**config.mk**
```make
export PLATFORM = sky130hd
export DESIGN_NAME = ddr_cmd_parser
export DESIGN_NICKNAME = d
export VERILOG_FILES = /design/src/rtl/ddr_cmd_parser_pkg.sv /design/src/rtl/ddr_cmd_parser_rx_timeout.sv /design/src/rtl/ddr_cmd_parser.sv
export SDC_FILE = /design/constraint.sdc
export NUM_CORES = 1
export LEC_CHECK = 0
export BUFFER_PORTS_ARGS = -buffer_cell sky130_fd_sc_hd__buf_2
export CAP_MARGIN = 5
export CORE_MARGIN = 2
export CORE_UTILIZATION = 50
export DETAILED_ROUTE_END_ITERATION = 12
export PLACE_DENSITY = 0.79
export SETUP_SLACK_MARGIN = 0.3
export SLEW_MARGIN = 5
export SYNTH_ARGS = -nofsm -noshare
export SYNTH_HDL_FRONTEND = slang
export SYNTH_SLANG_ARGS = --single-unit
```
**constraint.sdc**
```tcl
create_clock -name clk -period 10.25 [get_ports clk]
set_clock_uncertainty 0.05 [all_clocks]
set_input_delay 3.075 -clock clk [delete_from_list [all_inputs] [get_ports clk]]
set_output_delay 3.075 -clock clk [all_outputs]
set_load 0.01 [all_outputs]
```
**src/rtl/ddr_cmd_parser_pkg.sv**
```systemverilog
// Shared protocol constants for the host->board command link of the DDR game.
// Holds the frame sync byte, the command codes and the payload length each command requires.
package ddrdefs;

  localparam logic [7:0] SYNC_BYTE = 8'hA5;

  localparam logic [7:0] CMD_SET_PAUSE = 8'h01;
  localparam logic [7:0] CMD_NEXT_SONG = 8'h02;
  localparam logic [7:0] CMD_SCORE_CLR = 8'h03;
  localparam logic [7:0] CMD_ARROW_WR  = 8'h04;

  localparam logic [7:0] LEN_SET_PAUSE = 8'd1;
  localparam logic [7:0] LEN_NEXT_SONG = 8'd0;
  localparam logic [7:0] LEN_SCORE_CLR = 8'd0;
  localparam logic [7:0] LEN_ARROW_WR  = 8'd4;

  localparam int DEF_ARROW_COUNT = 400;

  function automatic logic cmd_known(input logic [7:0] cmd);
    return (cmd == CMD_SET_PAUSE) || (cmd == CMD_NEXT_SONG) ||
           (cmd == CMD_SCORE_CLR) || (cmd == CMD_ARROW_WR);
  endfunction

  function automatic logic [7:0] cmd_len(input logic [7:0] cmd);
    case (cmd)
      CMD_SET_PAUSE: return LEN_SET_PAUSE;
      CMD_NEXT_SONG: return LEN_NEXT_SONG;
      CMD_SCORE_CLR: return LEN_SCORE_CLR;
      CMD_ARROW_WR:  return LEN_ARROW_WR;
      default:       return 8'd0;
    endcase
  endfunction

endpackage

```
**src/rtl/ddr_cmd_parser_rx_timeout.sv**
```systemverilog
// Inter-byte watchdog: reloads on clear and flags expire once TIMEOUT_CYCLES
// consecutive non-clear cycles have elapsed. A clear in the expiry cycle suppresses it.
module rx_timeout #(
  parameter int TIMEOUT_CYCLES = 100000
) (
  input  logic clk,
  input  logic rst,
  input  logic clear,
  output logic expire
);

  localparam int CNT_W = $clog2(TIMEOUT_CYCLES + 1);
  localparam logic [CNT_W-1:0] LOAD = CNT_W'(TIMEOUT_CYCLES - 1);

  logic [CNT_W-1:0] cnt;

  // Loaded with N-1 so the N-th idle cycle after the last clear sees zero
  always_ff @(posedge clk) begin
    if (rst || clear) begin
      cnt <= LOAD;
    end else if (cnt != '0) begin
      cnt <= cnt - CNT_W'(1);
    end
  end

  assign expire = !clear && (cnt == '0);

endmodule

```
**src/rtl/ddr_cmd_parser.sv**
```systemverilog
// Host command decoder: frames UART bytes into checksummed packets and turns
// accepted packets into pause/next-song/score-clear/arrow-RAM controls.
module ddr_cmd_parser
  import ddrdefs::*;
#(
  parameter int MAX_PAYLOAD    = 4,
  parameter int TIMEOUT_CYCLES = 100000,
  parameter int ARROW_COUNT    = DEF_ARROW_COUNT,
  parameter int ARROW_ADDR_W   = 9
) (
  input  logic                    clk,
  input  logic                    rst,
  input  logic [7:0]              rx_data,
  input  logic                    rx_valid,
  output logic                    pause,
  output logic                    next_song,
  output logic                    score_clr,
  output logic                    arrow_we,
  output logic [ARROW_ADDR_W-1:0] arrow_addr,
  output logic [15:0]             arrow_data,
  output logic                    frame_ok,
  output logic                    frame_err,
  output logic [7:0]              err_count
);

  localparam logic [2:0] S_IDLE    = 3'd0;
  localparam logic [2:0] S_CMD     = 3'd1;
  localparam logic [2:0] S_LEN     = 3'd2;
  localparam logic [2:0] S_PAYLOAD = 3'd3;
  localparam logic [2:0] S_CHK     = 3'd4;

  localparam int IDX_W = (MAX_PAYLOAD > 1) ? $clog2(MAX_PAYLOAD) : 1;
  localparam logic [7:0]  MAX_LEN    = 8'(MAX_PAYLOAD);
  localparam logic [16:0] ADDR_LIMIT = 17'(ARROW_COUNT);

  logic [2:0] state;
  logic [7:0] idx_r;
  logic [7:0] cmd_r;
  logic [7:0] len_r;
  logic [7:0] sum_r;
  logic [7:0] payload [MAX_PAYLOAD];

  logic        tmo_clear;
  logic        tmo_expire;
  logic [15:0] addr_word;
  logic        addr_ok;
  logic        frame_good;

  function automatic logic [7:0] sat_inc(input logic [7:0] v);
    return (v == 8'hFF) ? v : v + 8'd1;
  endfunction

  // The watchdog only runs while a frame is in progress
  assign tmo_clear = rx_valid || (state == S_IDLE);

  rx_timeout #(
    .TIMEOUT_CYCLES(TIMEOUT_CYCLES)
  ) u_rx_timeout (
    .clk   (clk),
    .rst   (rst),
    .clear (tmo_clear),
    .expire(tmo_expire)
  );

  assign addr_word  = {payload[0], payload[1]};
  assign addr_ok    = (cmd_r != CMD_ARROW_WR) || ({1'b0, addr_word} < ADDR_LIMIT);
  assign frame_good = (sum_r == rx_data) && cmd_known(cmd_r) &&
                      (len_r == cmd_len(cmd_r)) && addr_ok;

  always_ff @(posedge clk) begin
    if (rst) begin
      state      <= S_IDLE;
      idx_r      <= '0;
      pause      <= 1'b1;
      next_song  <= 1'b0;
      score_clr  <= 1'b0;
      arrow_we   <= 1'b0;
      arrow_addr <= '0;
      arrow_data <= '0;
      frame_ok   <= 1'b0;
      frame_err  <= 1'b0;
      err_count  <= '0;
    end else begin
      next_song <= 1'b0;
      score_clr <= 1'b0;
      arrow_we  <= 1'b0;
      frame_ok  <= 1'b0;
      frame_err <= 1'b0;
      if ((state != S_IDLE) && tmo_expire) begin
        state     <= S_IDLE;
        frame_err <= 1'b1;
        err_count <= sat_inc(err_count);
      end else if (rx_valid) begin
        case (state)
          S_IDLE: begin
            if (rx_data == SYNC_BYTE) state <= S_CMD;
          end
          S_CMD: state <= S_LEN;
          S_LEN: begin
            idx_r <= '0;
            if (rx_data > MAX_LEN) begin
              state     <= S_IDLE;
              frame_err <= 1'b1;
              err_count <= sat_inc(err_count);
            end else if (rx_data == 8'd0) begin
              state <= S_CHK;
            end else begin
              state <= S_PAYLOAD;
            end
          end
          S_PAYLOAD: begin
            idx_r <= idx_r + 8'd1;
            if (idx_r == len_r - 8'd1) state <= S_CHK;
          end
          S_CHK: begin
            state <= S_IDLE;
            if (frame_good) begin
              frame_ok <= 1'b1;
              case (cmd_r)
                CMD_SET_PAUSE: pause <= payload[0][0];
                CMD_NEXT_SONG: next_song <= 1'b1;
                CMD_SCORE_CLR: score_clr <= 1'b1;
                CMD_ARROW_WR: begin
                  arrow_we   <= 1'b1;
                  arrow_addr <= addr_word[ARROW_ADDR_W-1:0];
                  arrow_data <= {payload[2], payload[3]};
                end
                default: ;
              endcase
            end else begin
              frame_err <= 1'b1;
              err_count <= sat_inc(err_count);
            end
          end
          default: state <= S_IDLE;
        endcase
      end
    end
  end

  // Frame contents carry no reset; they are always rewritten before being used
  always_ff @(posedge clk) begin
    if (rx_valid) begin
      case (state)
        S_CMD: begin
          cmd_r <= rx_data;
          sum_r <= rx_data;
        end
        S_LEN: begin
          len_r <= rx_data;
          sum_r <= sum_r + rx_data;
        end
        S_PAYLOAD: begin
          payload[idx_r[IDX_W-1:0]] <= rx_data;
          sum_r <= sum_r + rx_data;
        end
        default: ;
      endcase
    end
  end

endmodule

```
==> metrics, run 1 <==
Vias/cell ~5.6; drt initial violations about 280; Design Area, Final about 0.0064 mm^2; Final TNS setup 0 ns; Syn Nets 565; Critical Path End Type flop; Final #Nets about 620; total grt overflow 0; Min Hold Slack approximately 0.40 ns; Tmin final around 5.5 ns; outcome completed; Crit path depth 8; Distinct cells, synth 57; Inserted Clock Buffers 17; setup violators final 0; Rel. slew slack between 40% and 50%; initial antenna violation count 0; RSZ-0062 raised after global routing no; Seq cells post-synth between 100 and 150; # DRC 0; share of layout cells above drive strength 1 15.78%; Worst-Margin Slew roughly 0.84 ns; Synth-to-Final Area Change 17.43%; slowest CP cell or3_1; number of diodes 0; Worst EP arrival ~6 ns; Vias between 4000 and 5000; Hold Buf Count CTS 0; worst path bufs/invs 1; dpl cell area a little under 0.006 mm^2; max-cap violations 0; worst-case clock buffer depth 2; Post-synth EDFFs 56; power per cell area 180.1 mW/mm^2; area share of the largest cell type after synthesis between 30% and 40%; first-pass GRT wire length around 20000 um; FFs w/ async S/R, synth 0%; largest net degree at the start of global routing between 40 and 50; CTS tree done; clock tree root driver cell clkbuf_8; post-DR wirelength/cell about 16 um; RD Place Congestion between 0.9 and 1; H-tree levels 4; Critical Path RT roughly 11 ns; DRT Pass-1 Iters 5; clock sinks 123; worst setup path end arrow_addr[3]; Primary FF master, synth dfxtp_1; Reg area 0.003023 mm^2; Cell Area, Synth 0.005449 mm^2; Area contributors post-synth edfxtp_1 31%, dfxtp_1 25%, nand2_1 6.5%; Worst-path clk slew roughly 0.060 ns; Core Box Area about 0.011 mm^2; vias in the first global route roughly 4000; Cells after Synth 538; # Post-CTS Setup Buffers 0; register area share after synthesis 55.48%; R2R cell count 7; Crit path max-delay family simple AND/OR/NAND/NOR gates; worst min path class flop to flop; min-delay src arrow_data[8]; layout filler cell count 885; start of the worst register-to-register path sum_r[4]; cell with the most instances after synthesis nand2_1; Commonest cells post-synth 95 x nand2_1, 67 x dfxtp_1, 56 x edfxtp_1, 44 x a21oi_1, 28 x nor2_1; Total GRT Usage 21.52%; area occupied by multi-input gates 0.002298 mm^2; Rows 38; Critical Path Fanout Max 25; post-layout util around three fifths; Static Leakage roughly 2.3 nW; fmax approximately 0.18 GHz; Startpoint Class input pin; CP Launch Point rx_data[5]; Die Ht approximately 110 um; port buffer count 49; r2r setup slk 7.13 ns; CP Class input pin to flop; clk_lat worst skew roughly 0.52 ns; area leader, netlist edfxtp_1; die footprint between 0.01 and 0.015 mm^2; worst-path cell chain buf_2, ha_1, nor4_1, nand4_1, or4_1, or3_1, nand2_1, a21oi_1; final worst-path cycle share 53.71%; Max rail drop VDD 122.9 uV; # resized after CTS 0; Post-Route WL approximately 12000 um; Post-DRT Antenna Nets 0; r2r endpoint arrow_addr[3]; Avg Cell Area, Syn roughly 10 um^2; slowest stage delay, CP roughly 0.74 ns; I/O Pins 50; Max Transition Viols Final 0; final hold vios 0; DP HPWL 8063 um; Synth warnings 0; Die Span X between 100 and 150 um; initial core utilization roughly half
==> per-stage QoR <==
step / std cells / worst slack [ns] / total power, mW
6_report: 742 / 4.744 / 1.152
5_1_grt: 742 / 4.689 / 1.187
4_1_cts: 742 / 4.855 / 1.159
3_5_place_dp: 710 / 4.342 / 0.5866
3_3_place_gp: 710 / 4.393 / 0.5840
2_1_floorplan: 538 / 4.455 / 0.5691
==> logic make-up after synthesis <==
family                   Yosys count  synth area share (%)
AND/OR/NAND/NOR                  234                 21.56
adder cells (fa/ha/maj)           16                 3.812
AO/OA/AOI/OAI                     97                 11.25
flip-flops                       123                 55.48
XOR/XNOR                          28                 4.501
buffers and inverters             35                 2.434
multiplexers                       5                0.9644
==> sequential cells by signal, summed over array words and instances, names as in the netlist, 9 cells and up <==
signal	flops
arrow_addr	9
payload	32
u_rx_timeout.cnt	17
arrow_data	16
==> worst min-delay path by stage <==
stage,cells after the start,to
floorplan,1,u_rx_timeout.cnt[16]
global route,2,arrow_addr[8]
finish,2,arrow_data[8]
CTS,2,arrow_addr[4]
global placement,2,arrow_data[1]
detailed placement,2,arrow_addr[4]
==> worst register-to-register path, stage by stage, from the launching register on <==
cell,delay [ns]
edfxtp_1,0.39
ha_1,0.36
nor4_1,0.35
nand4_1,0.18
or4_1,0.59
or3_1,0.74
nand2_1,0.22
a21oi_1,0.09
==> report_power, final <==
part / internal [mW] / switching (mW) / total, mW
Sequential: 0.519 / 0.00541 / 0.524
Clock: 0.350 / 0.225 / 0.575
Combinational: 0.0177 / 0.0350 / 0.0527
Total: 0.887 / 0.266 / 1.15
==> final cells by class <==
cell class	instances	area share, %
well taps	140	2.738
clock buffers	23	7.978
flip-flops and latches	123	47.24
multi-input cells	380	35.92
repair buffers	51	4.067
clock inverters	9	1.115
inverters	16	0.9386
==> layout by cell type, fill, tap and decap left out, drive strengths merged, types with 3 or more instances in the layout <==
| cell | count |
|---|---|
| xor2 | 7 |
| inv | 19 |
| edfxtp | 56 |
| o311ai | 5 |
| buf | 51 |
| or3 | 15 |
| dfxtp | 67 |
| and3 | 7 |
| o31ai | 5 |
| o21a | 4 |
| nand2b | 3 |
| clkinv | 3 |
| nor4b | 4 |
| nor2b | 9 |
| clkinvlp | 3 |
| xnor2 | 21 |
| ha | 15 |
| nand3 | 13 |
| nor3 | 20 |
| nand2 | 95 |
| nor2 | 29 |
| mux2i | 3 |
| nor4 | 11 |
| o21ai | 18 |
| o41ai | 4 |
| or2 | 5 |
| nor3b | 5 |
| or4 | 7 |
| clkbuf | 23 |
| a21oi | 44 |
==> routing by layer <==
metal | vias up | track usage [%] | wire length (um) | share of wire [%]
met5 | - | 0 | 0 | 0
met4 | 0 | 7.051 | 166 | 1.4
met3 | 17 | 5.485 | 578 | 4.9
met2 | 109 | 36.79 | 6081 | 51
met1 | 2010 | 26.64 | 5072 | 43
li1 | 2040 | - | - | -
Note: power is estimated with default switching activity, not from simulation.
==> inputs of run 2 (changes only) <==
PLACE_DENSITY = 0.82   (was 0.79)
clock period = 4.6 ns   (was 10.25 ns; I/O delays follow)
==> run 2 against run 1 <==
Power is 120% higher. Critical path depth did not move. Sequential share of layout area rose by 0.13 points. Die area did not move. Non-clock buffer count is 2 higher. Clock power increased by 110%. Sequential power increased by 120%. Via count rose by 0.77%. Sequential cell count is the same. Largest cell class unchanged.
==> metrics, run 2 (same netlist as run 1, synthesis figures left out) <==
r2r setup slk 1.49 ns (was 7.13 ns); Total GRT Usage 21.71% (was 21.52%); most common cell after layout, fill and taps aside nand2_1 (unchanged); RSZ-0062 raised after global routing no (unchanged); Seq pwr share 46.6% (was 45.5%); max-cap violations 0 (unchanged); Post-Route WL 11960 um (was 11900 um); # resized after CTS 0 (unchanged); Placement Setup Slack 0.3688 ns (was 4.342 ns); worst min path class flop to flop (unchanged); initial core utilization 50.71% (unchanged); Core Box Area 0.01075 mm^2 (unchanged); H-tree levels 4 (unchanged); Worst EP arrival 4.14 ns (was 5.83 ns); P_int 1.923 mW (was 0.8866 mW); worst-case clock buffer depth 2 (unchanged); Critical Path Fanout Max 25 (unchanged); Critical Path End Type flop (unchanged); number of diodes 0 (unchanged); Max Transition Viols Final 0 (unchanged); Rel. slew slack 44.35% (was 43.98%); Synth-to-Final Area Change 17.11% (was 17.43%); Final #Nets 618 (was 616); RD Place Congestion 0.8499 (was 0.9447); Min Hold Slack 0.4009 ns (was 0.3970 ns); clock sinks 123 (unchanged); DP HPWL 8041 um (was 8063 um); final worst-path cycle share between 80 and 90%; I/O Pins 50 (unchanged); Die Ht 108.4 um (unchanged); share of layout cells above drive strength 1 16.06% (was 15.78%); # Post-CTS Setup Buffers 0 (unchanged); fmax around 0.26 GHz; max reg flops 32 (unchanged); Final TNS setup 0 ns (unchanged); clk_lat worst skew 0.53 ns (was 0.52 ns); Hold Buf Count CTS 0 (unchanged); Critical Path RT 4.92 ns (was 10.57 ns); Max rail drop VDD 235.6 uV (was 122.9 uV); Tmin final 3.819 ns; placed cells 712 (was 710); Hold Path Depth 2 (unchanged); Startpoint Class input pin (unchanged); setup violators final 0 (unchanged); Worst-Margin Slew 0.8347 ns (was 0.8402 ns); Post-DRT Antenna Nets 0 (unchanged); outcome completed (unchanged); total grt overflow 0 (unchanged); net switching power 0.5875 mW (was 0.2655 mW); leading cell types in the layout, fill and taps excluded 95 x nand2_1, 67 x dfxtp_1, 56 x edfxtp_1, 49 x buf_2, 44 x a21oi_1 (unchanged); DRT Pass-1 Iters 5 (unchanged); post-DR wirelength/cell 16.07 um (was 16.04 um); Rows 38 (unchanged); Static Leakage 2.267 nW (was 2.269 nW); switching portion of total power 23.40% (was 23.05%); Overall Power 2.510 mW (was 1.152 mW); Inserted Clock Buffers 17 (unchanged); # DRC 0 (unchanged); final worst slack 0.7807 ns (was 4.744 ns); Die Span X 108.4 um (unchanged); largest net degree at the start of global routing 47 (unchanged); Comb power frac 4.7% (was 4.6%); CTS tree done (unchanged); Layout Cells excl Fill 744 (was 742); Vias 4208 (was 4176); first-pass GRT wire length 19430 um (unchanged); post-layout util 59.39% (was 59.55%); die footprint 0.01175 mm^2 (unchanged); port buffer count 49 (unchanged); R2R cell count 7 (unchanged); vias in the first global route 4029 (was 3977); drt initial violations 308 (was 279); clock share of power 48.8% (was 49.9%); clock tree root driver cell clkbuf_8 (unchanged); Vias/cell 5.656 (was 5.628); Worst-path clk slew 0.06 ns (about the same); initial antenna violation count 0 (unchanged); power per cell area 393.4 mW/mm^2 (was 180.1 mW/mm^2); CP Class input pin to flop (unchanged); final hold vios 0 (unchanged); Design Area, Final 0.006381 mm^2 (was 0.006399 mm^2); dpl cell area 0.005832 mm^2 (was 0.005817 mm^2)
-- run 2: changes by cell type in the layout (fill, tap and decap cells not counted), sizes merged --
cell    before  now
clkinv       3    2
clkbuf      23   21
buf         51   53
inv         19   22
-- run 2: final timing paths --
| path | start | end |
|---|---|---|
| setup / recovery | rx_data[5] | arrow_data[10] |
| hold / removal | arrow_data[2] | arrow_data[2] |
| setup reg to reg | sum_r[3] | arrow_data[10] |
| hold reg to reg | arrow_data[2] | arrow_data[2] |
-- run 2: routing by layer --
metal | track usage, % | vias up | wire (um)
li1 | - | 2055 | -
met1 | 25.71 | 2002 | 4916
met2 | 36.97 | 124 | 6061
met3 | 6.148 | 27 | 672
met4 | 9.249 | 0 | 306
met5 | 0 | - | 0
-- run 2: layout make-up --
| class | count | area [um^2] |
|---|---|---|
| clock buffer | 21 | 470.5 |
| clock inverter | 11 | 78.83 |
| fill | 894 | 4364 |
| inverter | 16 | 60.06 |
| multi-input combinational | 380 | 2298 |
| sequential | 123 | 3023 |
| tap | 140 | 175.2 |
| timing repair buffer | 53 | 275.3 |
-- run 2: critical path, stage by stage --
cell,delay [ns]
buf_2,0.25
ha_1,0.33
nor4_1,0.32
nand4_1,0.20
or4_1,0.59
or3_1,0.74
nand2_1,0.23
a21oi_1,0.09
-- run 2: power groups by stage --
stage | registers (mW) | clock network (mW) | logic (mW)
final | 1.17 | 1.22 | 0.118
after global routing | 1.17 | 1.29 | 0.132
after CTS | 1.17 | 1.23 | 0.117
after detailed placement | 1.19 | 0 | 0.116
after global placement | 1.19 | 0 | 0.112
after floorplan | 1.19 | 0 | 0.0822
